### src/rtl/alu_pkg.sv
// Shared encodings for the bit-serial ALU: operation codes and sequencer states.
package alu_pkg;

    typedef enum logic [2:0] {
        OP_ADD = 3'b000,
        OP_SUB = 3'b001,
        OP_AND = 3'b010,
        OP_OR  = 3'b011,
        OP_XOR = 3'b100
    } aluOp_e;

    typedef enum logic [1:0] {
        ST_IDLE = 2'd0,
        ST_RUN  = 2'd1,
        ST_DONE = 2'd2
    } aluState_e;

endpackage

### src/rtl/alu_slice.sv
// Combinational 1-bit ALU slice: full adder with optional B inversion plus bitwise ops.
module alu_slice (
    input  logic a,
    input  logic b,
    input  logic sub_mode,
    input  logic carry_in,
    output logic add_out,
    output logic and_out,
    output logic or_out,
    output logic xor_out,
    output logic carry_out
);

    logic bEff;

    // Subtraction is A + ~B + 1; the +1 arrives through carry_in on the LSB.
    assign bEff      = b ^ sub_mode;
    assign add_out   = a ^ bEff ^ carry_in;
    assign carry_out = (a & bEff) | (carry_in & (a ^ bEff));
    assign and_out   = a & b;
    assign or_out    = a | b;
    assign xor_out   = a ^ b;

endmodule

### src/rtl/bit_serial_alu.sv
// Multi-cycle ALU: feeds one operand bit per clock, LSB first, through a single alu_slice.
module bit_serial_alu
    import alu_pkg::*;
#(
    parameter int WIDTH = 8,
    parameter int CNT_W = $clog2(WIDTH)
) (
    input  logic             clk,
    input  logic             reset,
    input  logic             start,
    input  logic [2:0]       op,
    input  logic [WIDTH-1:0] a,
    input  logic [WIDTH-1:0] b,
    output logic             busy,
    output logic             done,
    output logic [WIDTH-1:0] result,
    output logic             carry_out,
    output logic             overflow,
    output logic             zero
);

    aluState_e        state, stateNext;
    logic [CNT_W-1:0] bitCnt;
    logic [WIDTH-1:0] aSr, bSr, resultSr;
    logic [2:0]       opReg;
    logic             carry;

    logic             subMode, isArith, lastBit, accept;
    logic             sliceAdd, sliceAnd, sliceOr, sliceXor, sliceCarry;
    logic             selBit;
    logic [WIDTH-1:0] resultNext;

    assign subMode    = (opReg == OP_SUB);
    assign isArith    = (opReg == OP_ADD) || (opReg == OP_SUB);
    assign lastBit    = (state == ST_RUN) && (bitCnt == CNT_W'(WIDTH - 1));
    assign accept     = start && (state != ST_RUN);
    assign resultNext = {selBit, resultSr[WIDTH-1:1]};

    assign busy = (state == ST_RUN);
    assign done = (state == ST_DONE);

    alu_slice uSlice (
        .a        (aSr[0]),
        .b        (bSr[0]),
        .sub_mode (subMode),
        .carry_in (carry),
        .add_out  (sliceAdd),
        .and_out  (sliceAnd),
        .or_out   (sliceOr),
        .xor_out  (sliceXor),
        .carry_out(sliceCarry)
    );

    always_comb begin
        selBit = 1'b0;
        case (opReg)
            OP_ADD, OP_SUB: selBit = sliceAdd;
            OP_AND:         selBit = sliceAnd;
            OP_OR:          selBit = sliceOr;
            OP_XOR:         selBit = sliceXor;
            default:        selBit = 1'b0;
        endcase
    end

    always_comb begin
        stateNext = state;
        case (state)
            ST_IDLE: if (start) stateNext = ST_RUN;
            ST_RUN:  if (lastBit) stateNext = ST_DONE;
            ST_DONE: stateNext = start ? ST_RUN : ST_IDLE;
            default: stateNext = ST_IDLE;
        endcase
    end

    // Control and visible outputs; results are registered on the last bit so they are valid while done is high.
    always_ff @(posedge clk) begin
        if (!reset) begin
            state     <= ST_IDLE;
            bitCnt    <= '0;
            result    <= '0;
            carry_out <= 1'b0;
            overflow  <= 1'b0;
            zero      <= 1'b1;
        end else begin
            state <= stateNext;
            if (accept) begin
                bitCnt <= '0;
            end else if (state == ST_RUN) begin
                bitCnt <= bitCnt + CNT_W'(1);
            end
            if (lastBit) begin
                result    <= resultNext;
                carry_out <= isArith & sliceCarry;
                // carry still holds the carry into the MSB during the last bit.
                overflow  <= isArith & (carry ^ sliceCarry);
                zero      <= (resultNext == '0);
            end
        end
    end

    // Operand and partial-result shift registers; data only, no reset needed.
    always_ff @(posedge clk) begin
        if (accept) begin
            aSr      <= a;
            bSr      <= b;
            opReg    <= op;
            carry    <= (op == OP_SUB);
            resultSr <= '0;
        end else if (state == ST_RUN) begin
            aSr      <= {1'b0, aSr[WIDTH-1:1]};
            bSr      <= {1'b0, bSr[WIDTH-1:1]};
            resultSr <= resultNext;
            carry    <= sliceCarry;
        end
    end

endmodule
### config.mk
export PLATFORM = sky130hd
export DESIGN_NAME = bit_serial_alu
export DESIGN_NICKNAME = d
export VERILOG_FILES = /design/src/rtl/alu_pkg.sv /design/src/rtl/alu_slice.sv /design/src/rtl/bit_serial_alu.sv
export SDC_FILE = /design/constraint.sdc
export NUM_CORES = 1
export LEC_CHECK = 0
export BUFFER_PORTS_ARGS = -buffer_cell sky130_fd_sc_hd__buf_2
export CAP_MARGIN = 20
export CORE_MARGIN = 4
export CORE_UTILIZATION = 54
export DETAILED_ROUTE_END_ITERATION = 8
export HOLD_SLACK_MARGIN = 0.02
export PLACE_DENSITY = 0.78
export RECOVER_POWER = 25
export SETUP_SLACK_MARGIN = 0.2
export SLEW_MARGIN = 10
export SYNTH_ARGS = -nofsm -noshare
export SYNTH_HDL_FRONTEND = slang
export SYNTH_SLANG_ARGS = --single-unit
### constraint.sdc
create_clock -name clk -period 2.7 [get_ports clk]
set_clock_uncertainty 0.2 [all_clocks]
set_input_delay 0.405 -clock clk [delete_from_list [all_inputs] [get_ports clk]]
set_output_delay 0.405 -clock clk [all_outputs]
set_load 0.01 [all_outputs]
==> metrics.csv <==
metric,value,unit
status,finished clean,
startpoint types,register,
Tmin final,2.30,ns
CTS tree,done,
DIE WIDTH,66.3,um
met2 WL,1.81,mm
worst hold path class,in -> reg,
VDD IR max,0.402,mV
Int Pwr,0.910,mW
NumNets Final,224,
first-pass GRT wire length,5.93,mm
Register-to-Register Path Depth,6,
1st-pass router iterations,4,
Final Util,0.654,
area delta synth->final,12.3,%
Pleak,0.844,nW
Mean Syn Cell Area,11.4,um2
CP Class,reg -> out,
# clock sinks,43,
worst setup path end,busy,
Synth Area in Compound Gates,0.0749,
port bufs,34,
vias in the first global route,1348,
Synth Flop Type,dfxtp_1,
"commonest cells after routing, fill and taps aside","nand2_1 (39), dfxtp_1 (23), edfxtp_1 (20)",
die area,4400,um2
Iter 0 DRT Violations,56,
combinational power share,0.123,
main combinational cell family by area after synthesis,simple AND/OR/NAND/NOR gates,
WL per Instance,14.1,um
register area,1060,um2
largest net degree at the start of global routing,19,
setup violators final,0,
simple-gate share of the synthesized area,0.158,
Clock transition at path regs,0.11,ns
Fmax achieved,435,MHz
H-tree levels,2,
# diodes,0,
crit path DAT,1.69,ns
Post-DRT Antenna Nets,0,
"FFs w/ async S/R, synth",0,
RSZ-0062 raised after global routing,no,
FILL cells,281,
Root Buffer,clkbuf_4,
gr ovfl total,0,
row count,20,
R2R Path Start,opReg[1]$_DFFE_PP_,
P_sw,0.289,mW
DIE HEIGHT,66.3,um
crit path max fanout,16,
CTS Buf Count,5,
R2R setup slack,0.47,ns
initial antenna violation count,0,
Synth Warn #,0,
share of power burned in registers,0.633,
# IOs,35,
met3 wire length,115,um
Post-synth EDFFs,20,
Yosys cell types,37,
layout cells sized above 1,0.232,
Core Area,3150,um2
total track usage,0.183,
Net Sw Frac,0.241,
Starting Density,0.583,
"commonest non-fill, non-tap cell in the layout",nand2_1,
Mapped Nets,188,
mux cell area share after synthesis,0.0980,
required time worst endpoint,2.10,ns
sequential share of the synthesized area,0.577,
DRC Markers,0,
Clock Path Buffers,2,
wl on met1,1.42,mm
"Hold Violations, Final",0,
Via Count,1252,
multi-input logic area,712,um2
reg2reg end,zero$_SDFFE_PN1P_,
clk_lat worst skew,0.35,ns
clock share of power,0.244,
Slew headroom,0.548,
Post-Syn Area,1840,um2
Worst Setup End Kind,primary output,
Crit. Startpoint,state[1]$_SDFFE_PN0P_,
highest routed layer,met4,
Syn Inst Count,161,
via/cell ratio,5.17,
max cap viols,0,
Post-CTS Setup Bufs,0,
Final HPWL DP,2.51,mm
Synth Area in Adders,0.0381,
gpl congestion,0.785,
xor-xnor portion of the synthesized cell area,0.0143,
"Slew Viols, Final",0,
synthesized flop and latch total,43,
fin crit share,0.851,
power per cell area,581,nW/um2
Slew @ Worst Pin,0.678,ns
setup TNS,0,ns
routed wire length,3.41,mm
-- power by group through the flow --
stage	Sequential, mW	Clock [mW]	Combinational [mW]
finish	0.759	0.293	0.147
global route	0.765	0.333	0.166
CTS	0.759	0.302	0.145
detailed placement	0.774	0	0.145
global placement	0.770	0	0.134
floorplan	0.766	0	0.110
-- per-layer routing --
metal	up-vias	track usage
met5	-	0
met4	0	0.0914
met3	7	0.0408
met2	21	0.320
met1	598	0.207
li1	626	-
-- stage by stage --
stage                     worst slack (ns)  instances  cell area, um2  hold WS (ns)  power (mW)
final                                0.401        242            2060        0.0663        1.20
after global routing                 0.246        242            2060        0.0600        1.26
after CTS                            0.387        242            2070        0.0316        1.21
after detailed placement             0.412        234            2020         0.246       0.919
after global placement               0.530        234            2020         0.242       0.904
after floorplan                      0.664        161            1840         0.239       0.876
-- cell type report --
class / count / share of cell area
Sequential cell: 43 / 0.514
Multi-Input combinational cell: 105 / 0.345
Timing Repair Buffer: 35 / 0.0770
Tap cell: 44 / 0.0267
Clock buffer: 7 / 0.0218
Inverter: 7 / 0.0127
Clock inverter: 1 / 0.00243
-- repair_timing --
| item | 4_1_cts | 5_1_grt |
|---|---|---|
| endpoints found under the setup margin | 0 | 2 |
| gates resized for setup | 0 | 1 |
| endpoints found under the hold margin | 0 | 0 |
| hold buffers | 0 | 0 |
-- critical path: stages (launching register included) --
cell,delay [ns]
dfxtp_1,0.35
nand2b_1,0.55
inv_2,0.24
buf_2,0.20
-- cells by family (layout without fill, tap and decap cells) --
| kind of cell | count (synthesis) | after routing |
|---|---|---|
| adders and majority gates | 5 | 5 |
| buffers and inverters | 13 | 50 |
| xor gates and xnor gates | 3 | 3 |
| AOI/OAI and AO/OA | 20 | 20 |
| and+or+nand+nor | 63 | 63 |
| muxes | 14 | 14 |
| DFF | 43 | 43 |
-- registers in the layout, indices dropped and copies added, names as in the netlist --
| register | count |
|---|---|
| bSr | 8 |
| zero | 1 |
| resultSr | 7 |
| opReg | 3 |
| aSr | 8 |
| carry_out | 1 |
| carry | 1 |
| result | 8 |
| overflow | 1 |
| bitCnt | 3 |
| state | 2 |
-- synthesized netlist by cell type, drive strengths merged, types with 2 or more instances --
master  count  area share
a21boi      9       0.039
a21oi       2      0.0054
and2        2      0.0082
and3        2      0.0068
buf         4       0.021
clkbuf      2      0.0041
dfxtp      23        0.25
edfxtp     20        0.33
ha          4       0.027
inv         6       0.012
mux2       14       0.098
nand2      40       0.086
nand2b      2      0.0068
nand3      10       0.030
nor2        3      0.0061
o21ai       5       0.014
xnor2       2      0.0095
-- worst min-delay path by stage --
stage	startpoint	end	slack [ns]	depth (start not counted)
2_1_floorplan	bitCnt[1]$_SDFFE_PP0P_	bitCnt[1]$_SDFFE_PP0P_	0.24	2
3_3_place_gp	result[1]$_SDFFE_PN0P_	result[1]$_SDFFE_PN0P_	0.24	2
3_5_place_dp	result[6]$_SDFFE_PN0P_	result[6]$_SDFFE_PN0P_	0.25	2
4_1_cts	op[1]	opReg[1]$_DFFE_PP_	0.03	1
5_1_grt	op[1]	opReg[1]$_DFFE_PP_	0.06	1
6_report	op[1]	opReg[1]$_DFFE_PP_	0.07	1
(Power assumes the default switching activity.)
